==> src/rtl/decode_stage.sv <==
// Registered RV32I instruction decode stage with a small output FIFO and flush.
// Optional macro RV_M_EXT_EN enables decoding of the M-extension mul/mulh/div/rem.
module decode_stage #(
  parameter int unsigned PC_W  = 32,
  parameter int unsigned DEPTH = 2,
  parameter int unsigned CNT_W = 32
) (
  input  logic             clk,
  input  logic             rst,
  input  logic             in_valid,
  output logic             in_ready,
  input  logic [31:0]      in_instr,
  input  logic [PC_W-1:0]  in_pc,
  input  logic             flush,
  output logic             out_valid,
  input  logic             out_ready,
  output logic [25:0]      out_ctrl,
  output logic [31:0]      out_instr,
  output logic [PC_W-1:0]  out_pc,
  output logic             out_illegal,
  output logic [CNT_W-1:0] decoded_cnt
);

  localparam int unsigned CTRL_W = 26;
  localparam int unsigned AW     = $clog2(DEPTH);
  localparam int unsigned OCC_W  = AW + 1;

  localparam logic [6:0] OPC_LUI    = 7'b0110111;
  localparam logic [6:0] OPC_AUIPC  = 7'b0010111;
  localparam logic [6:0] OPC_JAL    = 7'b1101111;
  localparam logic [6:0] OPC_JALR   = 7'b1100111;
  localparam logic [6:0] OPC_BRANCH = 7'b1100011;
  localparam logic [6:0] OPC_LOAD   = 7'b0000011;
  localparam logic [6:0] OPC_STORE  = 7'b0100011;
  localparam logic [6:0] OPC_OPIMM  = 7'b0010011;
  localparam logic [6:0] OPC_OP     = 7'b0110011;

  localparam logic [6:0] F7_BASE   = 7'b0000000;
  localparam logic [6:0] F7_ALT    = 7'b0100000;
  localparam logic [6:0] F7_MULDIV = 7'b0000001;

  localparam logic [3:0] ALU_ADD = 4'd0,  ALU_SUB  = 4'd1,  ALU_SLL  = 4'd2,  ALU_SLT = 4'd3;
  localparam logic [3:0] ALU_SLTU = 4'd4, ALU_XOR  = 4'd5,  ALU_SRL  = 4'd6,  ALU_SRA = 4'd7;
  localparam logic [3:0] ALU_OR  = 4'd8,  ALU_AND  = 4'd9,  ALU_MUL  = 4'd10, ALU_MULH = 4'd11;
  localparam logic [3:0] ALU_DIV = 4'd12, ALU_REM  = 4'd13, ALU_PASS_B = 4'd14;

  localparam logic [2:0] WB_ALU = 3'd0, WB_MEM = 3'd1, WB_PC4 = 3'd2, WB_IMM = 3'd3;

  typedef enum logic [2:0] {IMM_I = 3'd0, IMM_S = 3'd1, IMM_B = 3'd2, IMM_U = 3'd3, IMM_J = 3'd4} imm_e;

  typedef struct packed {
    logic [CTRL_W-1:0] ctrl;
    logic              illegal;
    logic [31:0]       instr;
    logic [PC_W-1:0]   pc;
  } entry_t;

  logic [6:0] opcode;
  logic [2:0] funct3;
  logic [6:0] funct7;
  assign opcode = in_instr[6:0];
  assign funct3 = in_instr[14:12];
  assign funct7 = in_instr[31:25];

  logic       jump;
  logic [5:0] branch;
  imm_e       imm_type;
  logic       reg_write;
  logic       alu_b_sel;
  logic       cmp_unsigned;
  logic [3:0] alu_op;
  logic [2:0] ram_read;
  logic [1:0] ram_write;
  logic [2:0] wb_sel;
  logic       is_muldiv;
  logic       legal;

  // Field decode; any path that leaves legal low yields an all-zero control word.
  always_comb begin
    jump         = 1'b0;
    branch       = '0;
    imm_type     = IMM_I;
    reg_write    = 1'b0;
    alu_b_sel    = 1'b0;
    cmp_unsigned = 1'b0;
    alu_op       = ALU_ADD;
    ram_read     = 3'd0;
    ram_write    = 2'd0;
    wb_sel       = WB_ALU;
    is_muldiv    = 1'b0;
    legal        = 1'b0;
    case (opcode)
      OPC_LUI: begin
        legal = 1'b1; imm_type = IMM_U; reg_write = 1'b1; alu_b_sel = 1'b1;
        alu_op = ALU_PASS_B; wb_sel = WB_IMM;
      end
      OPC_AUIPC: begin
        legal = 1'b1; imm_type = IMM_U; reg_write = 1'b1; alu_b_sel = 1'b1;
      end
      OPC_JAL: begin
        legal = 1'b1; jump = 1'b1; imm_type = IMM_J; reg_write = 1'b1; alu_b_sel = 1'b1;
        wb_sel = WB_PC4;
      end
      OPC_JALR: begin
        legal = (funct3 == 3'b000); jump = 1'b1; reg_write = 1'b1; alu_b_sel = 1'b1;
        wb_sel = WB_PC4;
      end
      OPC_BRANCH: begin
        legal = 1'b1; imm_type = IMM_B; alu_op = ALU_SUB;
        case (funct3)
          3'b000:  branch = 6'b100000;
          3'b001:  branch = 6'b010000;
          3'b100:  branch = 6'b001000;
          3'b101:  branch = 6'b000100;
          3'b110:  begin branch = 6'b000010; cmp_unsigned = 1'b1; end
          3'b111:  begin branch = 6'b000001; cmp_unsigned = 1'b1; end
          default: legal = 1'b0;
        endcase
      end
      OPC_LOAD: begin
        legal = 1'b1; reg_write = 1'b1; alu_b_sel = 1'b1; wb_sel = WB_MEM;
        case (funct3)
          3'b000:  ram_read = 3'd1;
          3'b001:  ram_read = 3'd2;
          3'b010:  ram_read = 3'd3;
          3'b100:  ram_read = 3'd4;
          3'b101:  ram_read = 3'd5;
          default: legal = 1'b0;
        endcase
      end
      OPC_STORE: begin
        legal = 1'b1; imm_type = IMM_S; alu_b_sel = 1'b1;
        case (funct3)
          3'b000:  ram_write = 2'd1;
          3'b001:  ram_write = 2'd2;
          3'b010:  ram_write = 2'd3;
          default: legal = 1'b0;
        endcase
      end
      OPC_OPIMM: begin
        legal = 1'b1; reg_write = 1'b1; alu_b_sel = 1'b1;
        case (funct3)
          3'b000:  alu_op = ALU_ADD;
          3'b010:  alu_op = ALU_SLT;
          3'b011:  begin alu_op = ALU_SLTU; cmp_unsigned = 1'b1; end
          3'b100:  alu_op = ALU_XOR;
          3'b110:  alu_op = ALU_OR;
          3'b111:  alu_op = ALU_AND;
          3'b001:  begin alu_op = ALU_SLL; legal = (funct7 == F7_BASE); end
          default: begin
            alu_op = funct7[5] ? ALU_SRA : ALU_SRL;
            legal  = (funct7 == F7_BASE) || (funct7 == F7_ALT);
          end
        endcase
      end
      OPC_OP: begin
        reg_write = 1'b1;
        case (funct7)
          F7_BASE: begin
            legal = 1'b1;
            case (funct3)
              3'b000:  alu_op = ALU_ADD;
              3'b001:  alu_op = ALU_SLL;
              3'b010:  alu_op = ALU_SLT;
              3'b011:  begin alu_op = ALU_SLTU; cmp_unsigned = 1'b1; end
              3'b100:  alu_op = ALU_XOR;
              3'b101:  alu_op = ALU_SRL;
              3'b110:  alu_op = ALU_OR;
              default: alu_op = ALU_AND;
            endcase
          end
          F7_ALT: begin
            case (funct3)
              3'b000:  begin alu_op = ALU_SUB; legal = 1'b1; end
              3'b101:  begin alu_op = ALU_SRA; legal = 1'b1; end
              default: legal = 1'b0;
            endcase
          end
          F7_MULDIV: begin
`ifdef RV_M_EXT_EN
            is_muldiv = 1'b1; legal = 1'b1;
            case (funct3)
              3'b000:  alu_op = ALU_MUL;
              3'b001:  alu_op = ALU_MULH;
              3'b100:  alu_op = ALU_DIV;
              3'b110:  alu_op = ALU_REM;
              default: legal = 1'b0;
            endcase
`else
            legal = 1'b0;
`endif
          end
          default: legal = 1'b0;
        endcase
      end
      default: legal = 1'b0;
    endcase
  end

  entry_t dec_entry;
  always_comb begin
    dec_entry.ctrl    = legal ? {jump, branch, imm_type, reg_write, alu_b_sel, cmp_unsigned,
                                 alu_op, ram_read, ram_write, wb_sel, is_muldiv} : '0;
    dec_entry.illegal = !legal;
    dec_entry.instr   = in_instr;
    dec_entry.pc      = in_pc;
  end

  entry_t           mem [DEPTH];
  logic [AW-1:0]    wr_ptr, rd_ptr, rd_ptr_n;
  logic [OCC_W-1:0] occ, occ_n;
  entry_t           head_n;
  logic             push, pop;

  assign push = in_valid && in_ready && !flush;
  assign pop  = out_valid && out_ready && !flush;

  // Next head: a freshly written entry bypasses the array when it lands at the read slot.
  always_comb begin
    rd_ptr_n = pop ? rd_ptr + AW'(1) : rd_ptr;
    occ_n    = occ + OCC_W'(push) - OCC_W'(pop);
    head_n   = (push && (wr_ptr == rd_ptr_n)) ? dec_entry : mem[rd_ptr_n];
  end

  always_ff @(posedge clk) begin
    if (push) mem[wr_ptr] <= dec_entry;
  end

  always_ff @(posedge clk or posedge rst) begin
    if (rst) begin
      wr_ptr      <= '0;
      rd_ptr      <= '0;
      occ         <= '0;
      in_ready    <= 1'b1;
      out_valid   <= 1'b0;
      out_ctrl    <= '0;
      out_instr   <= '0;
      out_pc      <= '0;
      out_illegal <= 1'b0;
      decoded_cnt <= '0;
    end else if (flush) begin
      wr_ptr    <= '0;
      rd_ptr    <= '0;
      occ       <= '0;
      in_ready  <= 1'b1;
      out_valid <= 1'b0;
    end else begin
      if (push) wr_ptr <= wr_ptr + AW'(1);
      rd_ptr    <= rd_ptr_n;
      occ       <= occ_n;
      in_ready  <= (occ_n != OCC_W'(DEPTH));
      out_valid <= (occ_n != '0);
      if (occ_n != '0) begin
        out_ctrl    <= head_n.ctrl;
        out_instr   <= head_n.instr;
        out_pc      <= head_n.pc;
        out_illegal <= head_n.illegal;
      end
      if (pop) decoded_cnt <= decoded_cnt + CNT_W'(1);
    end
  end

endmodule

==> config.mk <==
export PLATFORM = sky130hd
export DESIGN_NAME = decode_stage
export DESIGN_NICKNAME = d
export VERILOG_FILES = /design/src/rtl/decode_stage.sv
export SDC_FILE = /design/constraint.sdc
export NUM_CORES = 1
export LEC_CHECK = 0
export ABC_CLOCK_PERIOD_IN_PS = 9500
export BUFFER_PORTS_ARGS = -buffer_cell sky130_fd_sc_hd__buf_4
export CAP_MARGIN = 15
export CELL_PAD_IN_SITES_DETAIL_PLACEMENT = 1
export CELL_PAD_IN_SITES_GLOBAL_PLACEMENT = 1
export CORE_MARGIN = 2
export CORE_UTILIZATION = 40
export CTS_CLUSTER_SIZE = 14
export DETAILED_ROUTE_END_ITERATION = 8
export PLACE_DENSITY = 0.79
export SLEW_MARGIN = 20
export SYNTH_ARGS = -nofsm -noshare
export SYNTH_HDL_FRONTEND = slang
export SYNTH_SLANG_ARGS = --single-unit
==> constraint.sdc <==
create_clock -name clk -period 9.5 [get_ports clk]
set_clock_uncertainty 0.1 [all_clocks]
set_input_delay 1.9 -clock clk [delete_from_list [all_inputs] [get_ports clk]]
set_output_delay 1.9 -clock clk [all_outputs]
set_load 0.02 [all_outputs]
# [Yosys cells after proc, flatten, opt, wreduce, memory -nomap -nowiden]
# Memories as Yosys holds them, arrays and structs flattened. A register that Yosys moved wholly into a read port is not among the register bits.
# Cells that the tools add are included.
[classes] n_addsub=5 n_eq_ne=18 mux=38 bitwise_logic=1 n_reduce_logical=24
[op_table] cell="one-hot mux 4 bit (7 select lines)" count=2
[op_table] cell="one-hot mux 6 bit (6 select lines)" count=1
[op_table] cell="adder 32 x 1 -> 32 bit, second input constant" count=1
[op_table] cell="== test 7 x 6 -> 1 bit, second input constant" count=4
[op_table] cell="two-way mux 26 bit" count=1
[op_table] cell="== test 7 bit, second input constant" count=3
[op_table] cell="two-way mux 1 bit" count=19
[op_table] cell="one-hot mux 4 bit (4 select lines)" count=1
[op_table] cell="one-hot mux 3 bit (5 select lines)" count=1
[op_table] cell="== test 7 x 5 -> 1 bit, second input constant" count=2
[op_table] cell="OR reduction 7 bit" count=2
[op_table] cell="== test 3 bit, second input constant" count=4
[op_table] cell="one-hot mux 2 bit (3 select lines)" count=2
[op_table] cell="one-hot mux 3 bit (4 select lines)" count=1
[op_table] cell="OR reduction 6 bit" count=2
[op_table] cell="one-hot mux 4 bit (2 select lines)" count=1
[op_table] cell="OR reduction 2 bit" count=4
[op_table] cell="== test 7 x 2 -> 1 bit, second input constant" count=1
[op_table] cell="zero test 7 bit" count=1
[op_table] cell="one-hot mux 1 bit (7 select lines)" count=1
[op_table] cell="== test 3 x 2 -> 1 bit, second input constant" count=2
[op_table] cell="two-way mux 6 bit" count=1
[op_table] cell="one-hot mux 3 bit (2 select lines)" count=1
[op_table] cell="OR reduction 3 bit" count=2
[op_table] cell="other kinds (17)" count=26
[word_totals] ff_bits=38 ramBits=182 out_inout_bits=125 mem_count=1
[memory_table] memory="mem" depth=2 word_bits=91 rd=1 rd_ports_with_merged_regs=1 wr=1 line_no="209" source="entry_t mem [DEPTH];"

# [Longest topological paths before layout]
# Gate-level depths: netlist (run 1).
[logic_depth] depth_word=6 ltp_mapped=13 depth_no_buf=11

# [Least setup slack after synthesis (run 1)]
# Ideal clock, no wire load.
[synth_path] path_kind="in2reg" from="input port in_valid" to="register out_illegal" setup_time_ns=0.111 arrival_ns=6.634 setup_slack_ns=2.655 cell_stages=6 n_path_buf=0 path_cell_list="nand2_1 -> nor2_1 -> inv_1 -> nor2_1 -> nor3b_1 -> o41ai_2"
[synth_via] elab_chain_cells=6
[synth_lines] item="start: declaration" line_no="10" source="input logic in_valid,"
[synth_lines] item="logical AND 1 bit (2 in a row)" line_no="215" source="assign push = in_valid && in_ready && !flush;"
[synth_lines] item="adder 2 x 1 -> 2 bit" line_no="221" source="occ_n = occ + OCC_W'(push) - OCC_W'(pop);"
[synth_lines] item="subtractor 2 x 1 -> 2 bit" line_no="221"
[synth_lines] item="nonzero test 2 bit" line_no="253" source="if (occ_n != '0) begin"
[synth_lines] item="AND reduction 2 bit (no line)"
[synth_lines] item="end signal: assignment" line_no="257" source="out_illegal <= head_n.illegal;"
[synth_lines] item="end: declaration" line_no="20" source="output logic out_illegal,"
# Every way passes these cells.
# A chain may end at the register's enable or synchronous reset.

# [Worst setup path after layout (run 1)]
[layout_path] from="input port flush" to="register out_ctrl[9]"
[layout_via] elab_chain_cells=6 word_cells_on_any_way=9 cone_classes="add/sub: 2; mux: 1; bitwise: 1; reduce/logical: 5"
[layout_lines] item="start: declaration" line_no="14" source="input logic flush,"
[layout_lines] item="zero test 1 bit" line_no="215, 216"
[layout_lines] item="logical AND 1 bit" line_no="215"
[layout_lines] item="adder 2 x 1 -> 2 bit" line_no="221"
[layout_lines] item="subtractor 2 x 1 -> 2 bit" line_no="221"
[layout_lines] item="nonzero test 2 bit" line_no="253"
[layout_lines] item="AND reduction 2 bit (no line)"
[layout_lines] item="end signal: assignment" line_no="254" source="out_ctrl <= head_n.ctrl;"
[layout_lines] item="end: declaration" line_no="17" source="output logic [25:0] out_ctrl,"
# Several ways; a longest one is shown, not always the timed one.

==> results of run 1 <==
==> flip-flops by register name, summed over array words and instances (netlist names) <==
signal / flops
in_ready: 1
rd_ptr: 1
mem: 178
out_valid: 1
out_pc: 32
wr_ptr: 1
occ: 2
out_ctrl: 24
out_illegal: 1
decoded_cnt: 32
out_instr: 32
==> report_power, final <==
group,switching (mW),total (mW),internal (mW)
logic,0.694,1.14,0.451
clock network,0.525,1.31,0.785
registers,0.151,1.80,1.65
==> metal layers <==
| layer | wire (um) | vias to the layer above | global-route usage, % |
|---|---|---|---|
| li1 | - | 4030 | - |
| met1 | 14800 | 4440 | 26.6 |
| met2 | 16500 | 208 | 34.9 |
| met3 | 1640 | 47 | 3.80 |
| met4 | 489 | 0 | 4.26 |
| met5 | 0 | - | 0 |
==> layout make-up <==
cell class | instances | area, sq um
Fill cell | 3303 | 16000
Sequential cell | 305 | 8520
Multi-Input combinational cell | 625 | 4020
Timing Repair Buffer | 201 | 1530
Clock buffer | 51 | 998
Tap cell | 402 | 503
Clock inverter | 13 | 111
Inverter | 9 | 38.8
==> cell usage in the layout, fill, tap and decap left out, drive strengths merged, types with 3 or more instances in the layout <==
master  netlist  routed
a211oi       65      65
a21o          3       3
a21oi        11      11
a221o         6       6
a221oi        3       3
a31oi        13      13
and2         11      11
and3          9       9
and4          5       5
buf          38     201
clkbuf       33      51
clkinv        1      10
dfrtp       126     126
edfxtp      178     178
ha            3       3
inv           8      10
mux2         16      16
mux2i        11      11
nand2       105     105
nand2b        9       9
nand3        14      14
nand4         5       5
nor2        104     104
nor2b        67      67
nor3          9       9
o21ai        11      11
o22a          4       4
o31ai        65      65
or2           3       3
or4           3       3
xnor2        21      21
xor2         13      13
==> critical path, stage by stage <==
cell     delay, ps
buf_4          140
nor2_1         280
inv_1          190
ha_1           310
inv_1           40
ha_1           170
xnor3_1        250
a21o_4         750
buf_4          660
nor2_1         240
a221o_1        360
==> cells by family after synthesis <==
logic type | Yosys count | synth area share, %
AO/OA/AOI/OAI | 198 | 11.7
XOR/XNOR | 36 | 2.82
adder cells (fa/ha/maj) | 3 | 0.291
buffers and inverters | 80 | 3.06
flip-flops | 305 | 66.0
multiplexers | 27 | 2.25
other | 1 | 0.0290
AND/OR/NAND/NOR | 359 | 13.9
==> how the worst max path moves through the flow <==
stage | from | cells past startpoint | slack [ps] | endpoint
global route | flush | 11 | 4180 | out_ctrl[9]$_DFFE_PP0P_
finish | flush | 11 | 4430 | out_ctrl[9]$_DFFE_PP0P_
CTS | flush | 10 | 4060 | out_ctrl[16]$_DFFE_PP0P_
floorplan | in_valid | 6 | 2650 | out_illegal$_DFFE_PP0P_
detailed placement | flush | 10 | 3490 | out_ctrl[16]$_DFFE_PP0P_
global placement | flush | 10 | 3640 | out_ctrl[16]$_DFFE_PP0P_
==> metrics.yaml, run 1 <==
floorplanning:
  rows: 65
  pin_count: 194
  die_h_um: 184
  die_area_sq_um: 33800
  core_sq_um: 31700
  start_util_pct: 40.7
  die_x_um: 184
cts:
  cts_resized: 0
  clk_pin_slew_ps: 60
  cts_buffer_depth: 3
  numCtsBuffers: 36
  hold_buffers: 0
  clkSinkCount: 305
  clk_latency_ps: 520
  cts_tree: "built"
  root_buffer: "clkbuf_16"
  h-tree-depth: 2
  cts_setup_buffers: 0
placement:
  dp_hpwl_mm: 20.0
  port_buffers: 191
  dpl_cell_area_sq_um: 14600
  globalplace.congestion: 0.780
  preCtsSetupSlack_ps: 3490
  dp.cells: 1541
critical_path:
  path_max_fanout: 91
  crit_path_end_kind: "register"
  r2r-start: "in_ready$_DFF_PP1_"
  rr_endpoint: "out_ctrl[9]$_DFFE_PP0P_"
  crit_path_start_kind: "input pin"
  worstSetupPathType: "in -> reg"
  rr_worst_depth: 11
  crit_arrival_ps: 5350
  ff2ff_setup_slack_ps: 5380
  cp_data_required_time_ps: 9790
synth:
  synth_top_area_share_pct: 41.4
  synth_flop_cell: "edfxtp_1"
  yosysMostFrequentCell: "edfxtp_1"
  async_flop_share_pct: 41.6
  netlist_top_cells_area: "edfxtp_1 41%, dfrtp_1 24%, a211oi_1 3.7%, o31ai_1 3.7%, nor2b_1 3.2%"
  synth_commonest_cells: "178 x edfxtp_1, 126 x dfrtp_1, 105 x nand2_1, 102 x nor2_1, 67 x nor2b_1"
  ys_types: 72
  synth_area_sq_um: 12900
  seq_area_frac_synth_pct: 66.0
  synth_edf_count: 178
  ys_ff_latch: 305
  avgSynthCellArea_sq_um: 12.8
  ys_warn_count: 0
  syn_inst: 1009
  synth_largest_area_cell: "edfxtp_1"
power_and_ir_drop:
  power_mw: 4.25
  power_density_nw_per_um2: 271
  leakage_nw: 6.27
  peakVddDrop_mv: 0.152
detailed_routing:
  drtPass1Iterations: 5
  drt_iter0_drc: 612
  viasPerCell: 5.43
  finalWirelength_mm: 33.4
  wl_per_cell_um: 20.8
  post-route-drc-count: 0
  vias: 8725
  drtAntennaViolNets: 0
job:
  cap_violations: 0
hold_path:
  min_from: "out_instr[10]$_DFFE_PP0P_"
  holdPathStages: 2
  hp-class: "reg -> reg"
  hold_path_end: "out_instr[10]$_DFFE_PP0P_"
timing:
  hold_violations: 0
  fin_crit_ps: 5070
  tightest_slew_ps: 1180
  fin_ws_ps: 4430
  max_slew_margin_pct: 20.8
  setup_viol: 0
  drv_slew: 0
  holdWs_ps: 376
  post-route-period-util_pct: 53.3
  rsz0062_at_grt: "false"
  fin_tns_setup_ps: 0
  fmax_mhz: 197
finish:
  design_area_sq_um: 15700
  area_delta_synth_final_pct: 21.7
  drive_gt1_share_pct: 23.0
  layout.nets: 1250
  n_antenna_cell: 0
  utilization_pct: 49.6
  stdcell_count: 1606
grt:
  grt_start_max_net_pins: 92
  grt_pass1_wl_mm: 53.3
  grt_util_all_layers_pct: 20.2
  grt_pass1_vias: 9391
  antenna_found_initial: 0
  grt.overflow.total: 0
status:
  outcome: "finished clean"
(Power assumes the default switching activity.)
==> inputs of run 2 (changes only) <==
--- a/config.mk
+++ b/config.mk
@@ -5,7 +5,7 @@
 export SDC_FILE = /design/constraint.sdc
 export NUM_CORES = 1
 export LEC_CHECK = 0
-export ABC_CLOCK_PERIOD_IN_PS = 9500
+export ABC_CLOCK_PERIOD_IN_PS = 4400
 export BUFFER_PORTS_ARGS = -buffer_cell sky130_fd_sc_hd__buf_4
 export CAP_MARGIN = 15
 export CELL_PAD_IN_SITES_DETAIL_PLACEMENT = 1
@@ -14,7 +14,7 @@
 export CORE_UTILIZATION = 40
 export CTS_CLUSTER_SIZE = 14
 export DETAILED_ROUTE_END_ITERATION = 8
-export PLACE_DENSITY = 0.79
+export PLACE_DENSITY = 0.81
 export SLEW_MARGIN = 20
 export SYNTH_ARGS = -nofsm -noshare
 export SYNTH_HDL_FRONTEND = slang
==> constraint.sdc (replaced) <==
create_clock -name clk -period 4.4 [get_ports clk]
set_clock_uncertainty 0.1 [all_clocks]
set_input_delay 0.88 -clock clk [delete_from_list [all_inputs] [get_ports clk]]
set_output_delay 0.88 -clock clk [all_outputs]
set_load 0.02 [all_outputs]
==> metrics.yaml, run 2 (synthesis results as in run 1) <==
timing:
  setup_viol: 0  # unchanged
  fmax_mhz: 287
  fin_crit_ps: 3480
  max_slew_margin_pct: 30.9  # +10 points
  rsz0062_at_grt: "false"
  tightest_slew_ps: 1030  # -150 ps
  post-route-period-util_pct: 79.1
  drv_slew: 0  # unchanged
  fin_ws_ps: 918  # -3520 ps
  fin_tns_setup_ps: 0  # unchanged
  holdWs_ps: 380  # +3.80 ps
  hold_violations: 0  # unchanged
finish:
  layout_commonest_cell: "buf_4"
  regMostFlops: "mem"
  fillers: 3264  # -1.2%
  layout.nets: 1257  # +0.56%
  final_cell_mix: "204 x buf_4, 178 x edfxtp_1, 126 x dfrtp_1"
  drive_gt1_share_pct: 24.1  # +1.1 points
  largest_reg_flops: 178  # unchanged
  area_delta_synth_final_pct: 22.9
  multi_input_area_sq_um: 4020  # unchanged
  regArea_sq_um: 8520  # unchanged
critical_path:
  crit_path_start_kind: "register"
  crit_arrival_ps: 3770  # -1580 ps
  cp_data_required_time_ps: 4680  # -5110 ps
  r2r-start: "in_ready$_DFF_PP1_"
  path_max_fanout: 24  # -74%
  crit_path_end_kind: "register"
  critPathLaunch: "in_ready$_DFF_PP1_"
  worstSetupPathType: "reg -> reg"
cts:
  hold_buffers: 0  # unchanged
  clkSinkCount: 305  # unchanged
  cts_setup_buffers: 0  # unchanged
  clk_pin_slew_ps: 60  # about the same
  cts_buffer_depth: 3  # unchanged
  cts_resized: 0  # unchanged
  h-tree-depth: 2  # unchanged
  clk_latency_ps: 510  # about the same
  root_buffer: "clkbuf_16"
  numCtsBuffers: 35  # -2.8%
  cts_tree: "built"
floorplanning:
  die_area_sq_um: 33800  # unchanged
  rows: 65  # unchanged
  pin_count: 194  # unchanged
  start_util_pct: 40.7  # unchanged
  core_sq_um: 31700  # unchanged
  die_h_um: 184  # unchanged
  die_x_um: 184  # unchanged
grt:
  grt.overflow.total: 0  # unchanged
  grt_pass1_vias: 9636  # +2.6%
  grt_util_all_layers_pct: 20.3  # +0.092 points
  antenna_found_initial: 3  # +3
  grt_start_max_net_pins: 102  # +11%
  grt_pass1_wl_mm: 53.8  # +1.0%
placement:
  globalplace.congestion: 0.761  # -2.4%
  preCtsSetupSlack_ps: 448  # -3040 ps
  dp_hpwl_mm: 21.4  # +6.9%
  port_buffers: 191  # unchanged
detailed_routing:
  drt_iter0_drc: 496  # -19%
  post-route-drc-count: 0  # unchanged
  viasPerCell: 5.45  # +0.35%
  finalWirelength_mm: 33.8  # +1.1%
  wl_per_cell_um: 20.9  # +0.65%
  drtAntennaViolNets: 0  # unchanged
  drtPass1Iterations: 5  # unchanged
  vias: 8794  # +0.79%
hold_path:
  hp-class: "reg -> reg"
  min_from: "out_pc[12]$_DFFE_PP0P_"
power_and_ir_drop:
  power_density_nw_per_um2: 587  # +120%
  leakage_nw: 6.35  # +1.3%
  peakVddDrop_mv: 0.487  # +220%
status:
  outcome: "finished clean"
job:
  cap_violations: 0  # unchanged
==> run 2: cell count changes in the layout (fill, tap and decap cells not counted), moves of 2 or more <==
cell | before | now
clkbuf_16 | 37 | 35
clkinv_2 | 4 | 7
clkbuf_8 | 2 | 8
clkinv_1 | 6 | 1
clkbuf_1 | 12 | 8
buf_12 | 1 | 5
buf_4 | 199 | 204
==> run 2: worst paths after layout <==
path / slack [ps] / depth (start not counted) / end
worst max-delay path: 920 / 12 / out_ctrl[8]$_DFFE_PP0P_
worst min-delay path: 380 / 2 / out_pc[12]$_DFFE_PP0P_
worst max register to register: 920 / 12 / out_ctrl[8]$_DFFE_PP0P_
worst min register to register: 380 / 2 / out_pc[12]$_DFFE_PP0P_
max in group asynchronous: 3010 / 3 / out_instr[28]$_DFFE_PP0P_
min in group asynchronous: 440 / 2 / out_instr[24]$_DFFE_PP0P_
==> run 2: stage by stage <==
step / instances / total power, mW / cell area (sq um) / util, %
CTS: 1612 / 9.43 / 15900 / 50.0
detailed placement: 1550 / 6.49 / 14700 / 46.4
global route: 1613 / 9.77 / 15900 / 50.1
floorplan: 1010 / 5.30 / 12900 / -
global placement: 1550 / 6.37 / 14700 / 46.4
finish: 1613 / 9.32 / 15900 / 50.1
==> run 2: layer usage <==
| metal | global-route usage [%] | up-vias | wire length, um |
|---|---|---|---|
| li1 | - | 4046 | - |
| met1 | 26.1 | 4439 | 14600 |
| met2 | 35.3 | 243 | 16700 |
| met3 | 3.57 | 62 | 1760 |
| met4 | 5.54 | 4 | 703 |
| met5 | 0 | - | 27 |
==> run 2: worst max-delay path: stages, from the launching register on <==
cell      delay, ps
dfstp_2         530
nand2_1          70
nor2_1          250
inv_1           190
ha_1            310
inv_1            40
ha_1            180
xnor3_1         240
a21o_4          320
clkinv_1        560
buf_4           390
nor2_1          120
a31oi_1          60
==> run 2: cell type report <==
| cell class | count | share of cell area [%] |
|---|---|---|
| antenna | 1 | 0.0158 |
| clock buffer | 51 | 6.40 |
| clock inverter | 11 | 0.843 |
| inverter | 9 | 0.260 |
| multi-input combinational | 625 | 25.3 |
| sequential | 305 | 53.7 |
| tap | 402 | 3.17 |
| timing repair buffer | 209 | 10.3 |
==> run 2: report_power, final <==
group / switching [mW] / internal, mW
sequential: 0.338 / 3.56
combinational: 1.51 / 1.00
clock: 1.14 / 1.78
